`config.mk`:
```
export PLATFORM = sky130hd
export DESIGN_NAME = led_switch_io
export DESIGN_NICKNAME = d
export VERILOG_FILES = /design/src/rtl/io_map_pkg.sv /design/src/rtl/switch_debounce.sv /design/src/rtl/led_switch_io.sv
export SDC_FILE = /design/constraint.sdc
export NUM_CORES = 1
export LEC_CHECK = 0
export CORE_ASPECT_RATIO = 0.5
export CORE_MARGIN = 2
export CORE_UTILIZATION = 49
export CTS_CLUSTER_DIAMETER = 30
export DETAILED_ROUTE_END_ITERATION = 12
export PLACE_DENSITY = 0.9
export SLEW_MARGIN = 15
export SYNTH_ARGS = -nofsm -noshare
export SYNTH_HDL_FRONTEND = slang
export SYNTH_SLANG_ARGS = --single-unit
export TNS_END_PERCENT = 30
```
`constraint.sdc`:
```
create_clock -name clk -period 3.2 [get_ports clk]
set_input_delay 0.64 -clock clk [delete_from_list [all_inputs] [get_ports clk]]
set_output_delay 0.64 -clock clk [all_outputs]
set_load 0.03 [all_outputs]
```
`src/rtl/io_map_pkg.sv`:
```
// IO address map and shared types for the memory/IO router and its IO-side responders.
package io_map_pkg;

    localparam int          IO_DATA_W   = 24;

    localparam logic [31:0] LED_LO_ADDR = 32'hFFFF_FC60;
    localparam logic [31:0] LED_HI_ADDR = 32'hFFFF_FC62;
    localparam logic [31:0] SW_LO_ADDR  = 32'hFFFF_FC70;
    localparam logic [31:0] SW_HI_ADDR  = 32'hFFFF_FC72;

    typedef enum logic [2:0] {
        SEL_NONE,
        SEL_LED_LO,
        SEL_LED_HI,
        SEL_SW_LO,
        SEL_SW_HI
    } io_sel_e;

    // Full 32-bit compare; anything outside the map decodes to SEL_NONE.
    function automatic io_sel_e io_decode(input logic [31:0] addr);
        io_sel_e sel;
        case (addr)
            LED_LO_ADDR: sel = SEL_LED_LO;
            LED_HI_ADDR: sel = SEL_LED_HI;
            SW_LO_ADDR:  sel = SEL_SW_LO;
            SW_HI_ADDR:  sel = SEL_SW_HI;
            default:     sel = SEL_NONE;
        endcase
        return sel;
    endfunction

endpackage

```
`src/rtl/switch_debounce.sv`:
```
// Two-flop synchroniser plus a single shared debounce counter for a bus of switches.
// The whole bus must differ from the accepted value for DEBOUNCE_CYCLES consecutive
// cycles before the synchronised value is taken.
module switch_debounce #(
    parameter int          W               = 24,
    parameter int unsigned DEBOUNCE_CYCLES = 500000
) (
    input  logic         clk,
    input  logic         rst,
    input  logic [W-1:0] din,
    output logic [W-1:0] deb
);

    // One spare bit so the counter can never wrap before reaching its terminal value.
    localparam int             CNT_W    = $clog2(DEBOUNCE_CYCLES) + 1;
    localparam logic [CNT_W-1:0] CNT_LAST = CNT_W'(DEBOUNCE_CYCLES - 1);

    logic [W-1:0]     meta;
    logic [W-1:0]     sync;
    logic [CNT_W-1:0] cnt;

    // Bring the asynchronous switches into the clock domain.
    always_ff @(posedge clk) begin
        if (rst) begin
            meta <= '0;
            sync <= '0;
        end else begin
            meta <= din;
            sync <= meta;
        end
    end

    // Count cycles of disagreement; accept the new value on the terminal count.
    always_ff @(posedge clk) begin
        if (rst) begin
            cnt <= '0;
            deb <= '0;
        end else if (sync == deb) begin
            cnt <= '0;
        end else if (cnt == CNT_LAST) begin
            cnt <= '0;
            deb <= sync;
        end else begin
            cnt <= cnt + CNT_W'(1);
        end
    end

endmodule

```
`src/rtl/led_switch_io.sv`:
```
// IO-side responder for the CPU memory/IO router: board LED register and debounced switches.
// Optional macro IO_BUS_ERR_EN adds a sticky bus_err flag (cleared by err_clr) that flags
// accesses to unmapped addresses.
module led_switch_io
    import io_map_pkg::*;
#(
    parameter logic [19:0]          DEBOUNCE_CYCLES = 20'd500000,
    parameter logic [IO_DATA_W-1:0] LED_RESET_VAL   = 24'h000000
) (
    input  logic                 clk,
    input  logic                 rst,
    input  logic                 led_ctrl,
    input  logic                 switch_ctrl,
    input  logic [31:0]          addr,
    input  logic [IO_DATA_W-1:0] io_wdata,
    output logic [IO_DATA_W-1:0] io_rdata,
    input  logic [IO_DATA_W-1:0] switch_in,
`ifdef IO_BUS_ERR_EN
    output logic                 bus_err,
    input  logic                 err_clr,
`endif
    output logic [IO_DATA_W-1:0] led_out
);

    io_sel_e              sel;
    logic [IO_DATA_W-1:0] led_q;
    logic [IO_DATA_W-1:0] deb;

    // The high LED half only takes the low byte of the write data.
    logic unused_wdata;
    assign unused_wdata = ^io_wdata[23:16];

    assign sel     = io_decode(addr);
    assign led_out = led_q;

    switch_debounce #(
        .W               (IO_DATA_W),
        .DEBOUNCE_CYCLES (32'(DEBOUNCE_CYCLES))
    ) u_sw_deb (
        .clk  (clk),
        .rst  (rst),
        .din  (switch_in),
        .deb  (deb)
    );

    // LED register: each half written independently.
    always_ff @(posedge clk) begin
        if (rst) begin
            led_q <= LED_RESET_VAL;
        end else if (led_ctrl) begin
            case (sel)
                SEL_LED_LO: led_q[15:0]  <= io_wdata[15:0];
                SEL_LED_HI: led_q[23:16] <= io_wdata[7:0];
                default:    ;
            endcase
        end
    end

    // Zero-latency readback from registered state, so a same-cycle write or debounce
    // update is only visible on the following cycle.
    always_comb begin
        io_rdata = '0;
        if (switch_ctrl) begin
            case (sel)
                SEL_SW_LO:  io_rdata = {8'h0,  deb[15:0]};
                SEL_SW_HI:  io_rdata = {16'h0, deb[23:16]};
                SEL_LED_LO: io_rdata = {8'h0,  led_q[15:0]};
                SEL_LED_HI: io_rdata = {16'h0, led_q[23:16]};
                default:    io_rdata = '0;
            endcase
        end
    end

`ifdef IO_BUS_ERR_EN
    // Sticky error on any access to an unmapped address; a new error beats a clear.
    always_ff @(posedge clk) begin
        if (rst) begin
            bus_err <= 1'b0;
        end else if ((led_ctrl || switch_ctrl) && (sel == SEL_NONE)) begin
            bus_err <= 1'b1;
        end else if (err_clr) begin
            bus_err <= 1'b0;
        end
    end
`endif

endmodule

```
==> summary.md <==
• total power draw: 3.73 mW
• area of all placed cells without fillers: 7180 um2
• min Tclk post-route: 3080 ps
• starting utilization of the core area: 51.0%
• WL per Instance: 17.7 um
• via density per instance: 5.87
• Max Freq: 324 MHz
• pin count of the biggest net entering global routing: 61
• Post-Synthesis Cells: 543
• DR WL met2: 6690 um
• share of cells above drive strength 1: 14.0%
• area added between synthesis and finish: 36.4%
• FFs w/ async S/R, synth: 0%
• TritonCTS clock tree: built
• Total Die Area: 11600 um2
• clock-pin slew on the worst setup and hold paths: 50 ps
• DRT Pass-1 Iters: 5
• slew margin rel.: 51.0%
• global-route wire length before repair: 22000 um
• mean instance size in the synthesized netlist: 9.69 um2
• number of nets in the finished design: 736
• sum of routed wire length over all layers: 14200 um
• dpl ws: -204 ps
• H-Tree Depth: 4
• Clock Path Buffers: 2
• Std-Cell Rows: 26
• most frequent cells after synthesis: sky130_fd_sc_hd__dfxtp_1, sky130_fd_sc_hd__nor2b_1, sky130_fd_sc_hd__nor2_1
• final weighted congestion in routability-driven placement: 0.828
• Peak supply drop: 0.374 mV
• status: finished clean
• smallest hold slack: 433 ps
• Cell variety after synth: 42
• Antenna Nets Post-Route: 0
• PortBufs: 115
• via count of the first global-routing pass: 4436
• fraction of synthesized cell area in xor and xnor cells: 6.99%
• classification of the worst-slack hold path: reg -> reg
• sequential cell area fraction in the yosys report: 44.1%
• post-route fraction of the period consumed by the critical path: 96.3%
• DIE HEIGHT: 77.3 um
• largest family of logic cells by synthesized area: simple AND/OR/NAND/NOR gates
• crit path setup slack, layout: 118 ps
• CORE AREA: 10300 um2
• clock sink count: 116
• most common cell in the netlist: sky130_fd_sc_hd__dfxtp_1
• latest clock arrival within the worst-skew pair: 410 ps
• top routing layer used: met4
• setup repair after global routing missed its margin: no
• cell taking the most area after synthesis: sky130_fd_sc_hd__dfxtp_1
• cells along the critical path: clkdlybuf4s50_1, nand4_1, nor4_2, buf_4, nand3_2, or2_4, nor2_4, buf_6
• max-cap violation count: 0
• cell area after placement: 6460 um2
• required time worst endpoint: 2560 ps
• type of origin of the critical path: input port
• largest cells by area after synthesis: sky130_fd_sc_hd__dfxtp_1, sky130_fd_sc_hd__nor2b_1, sky130_fd_sc_hd__mux2i_1
• final-report hold violation count: 0
• CP max stage cell: sky130_fd_sc_hd__clkdlybuf4s50_1
• post-synthesis instance area: 5260 um2
• slew at the pin closest to its max-slew limit: 717 ps
• fill cell count: 709
• Pwr Density: 519 nW/um2
• number of flip-flops and latches in the synthesized netlist: 116
• total count of max-transition violations in the final report: 0
• Static Leakage: 2.75 nW
• global-route total usage across every layer: 24.5%
• wire length the detailed router placed on met1: 5960 um
• Worst Setup Path Type: in -> out
• Post-synth EDFFs: 0
• post-route DRC violation count: 0
• HPWL after detailed placement: 9370 um
• warning count from the yosys run: 0
• most used flip-flop cell after synthesis: sky130_fd_sc_hd__dfxtp_1
• final count of negative-setup-slack endpoints: 0
• count of hold buffers inserted by post-cts repair: 0
• arrival time of data at the critical path endpoint: 2440 ps
• area share of the largest cell type after synthesis: 44.1%
• TritonCTS buffer count: 17
• sum of negative setup slack: 0 ps
• ant diodes: 0
• DIE WIDTH: 151 um
• number of antenna violations at the first check in global routing: 0
• largest fanout on the critical path: 8
• complex-gate fraction of the synthesized area: 11.0%
• Root Buffer Master: sky130_fd_sc_hd__clkbuf_16
• amount of wire on met3 after detailed routing: 1250 um
• share of cell area taken by muxes after synthesis: 9.51%
• final clock skew: 5.40 ps
• worst stage delay on the critical path: 460 ps
• IO Pins: 132
• aggregate global routing overflow: 0
• count of vias placed by the detailed router: 4720
• initial detailed-routing violation count: 555
• simple-gate share of the synthesized area: 22.8%
• adder-cell area share of the yosys netlist: 0.238%
• Critical Path End Type: output pin
[through the flow]
step / std cells / utilization, %
2_1_floorplan: 550 / -
3_3_place_gp: 771 / 62.6
3_5_place_dp: 771 / 62.6
4_1_cts: 803 / 68.8
5_1_grt: 804 / 69.6
6_report: 804 / 69.6
[cells in the final DEF (no fill, tap or decap), drive strengths merged, types with 23 or more instances in the layout]
master	instances
dfxtp	116
o311ai	24
a2111oi	24
xnor2	23
buf	36
nor2b	54
clkdlybuf4s50	94
a31oi	24
mux2i	32
nand2	30
nand4	38
nor2	56
[metal layers]
layer,up-vias,track usage [%]
li1,2197,-
met1,2247,31.1
met2,242,39.0
met3,34,7.32
met4,0,10.0
met5,-,0
[logic make-up (layout without fill, tap and decap cells)]
| group | count (synthesis) | in the layout |
|---|---|---|
| simple gates | 215 | 215 |
| flops | 116 | 116 |
| compound gates | 73 | 73 |
| buf+inv | 55 | 169 |
| xor+xnor | 42 | 42 |
| mux | 40 | 40 |
| fa+ha+maj | 1 | 1 |
| other cells | 1 | 8 |
[path summary, 6_finish.rpt]
check / start / to / slack [ps] / cells after the start
max: addr[30] / io_rdata[11] / 120 / 8
min: u_sw_deb.meta[4] / u_sw_deb.sync[4] / 430 / 1
max reg2reg: u_sw_deb.cnt[0] / u_sw_deb.deb[4] / 650 / 8
min reg2reg: u_sw_deb.meta[4] / u_sw_deb.sync[4] / 430 / 1
[where the power goes]
part           internal (mW)  leakage (nW)  switching, mW  total [mW]
Sequential              1.48         0.945         0.0184        1.50
Clock                   1.30         0.299          0.664        1.96
Combinational          0.132          1.51          0.141       0.272
Total                   2.90          2.75          0.823        3.73
[registers in the layout, summed over array words and instances (netlist names)]
name and count:
u_sw_deb.meta 24, u_sw_deb.sync 24, u_sw_deb.cnt 20, led_out 24
u_sw_deb.deb 24
[worst max-delay path: cells and delay by family]
kind / cells / cell delay (ps)
buffers and inverters: 3 / 790
AND/OR/NAND/NOR: 5 / 1000
[what timing repair did]
item                       in CTS  in global routing
buffers inserted                0                  1
setup endpoints to repair       8                  8
pin swaps                       3                 10
hold endpoints to repair        0                  0
resized for setup               5                 20
[area by class of cell]
type / count / area (um2) / area share (%)
Multi-Input combinational cell: 379 / 2750 / 38.3
Inverter: 3 / 11.3 / 0.157
Clock inverter: 14 / 186 / 2.60
Tap cell: 140 / 175 / 2.44
Sequential cell: 116 / 2320 / 32.4
Timing Repair Buffer: 134 / 1300 / 18.1
Clock buffer: 18 / 429 / 5.98
Note: power is estimated with default switching activity, not from simulation.
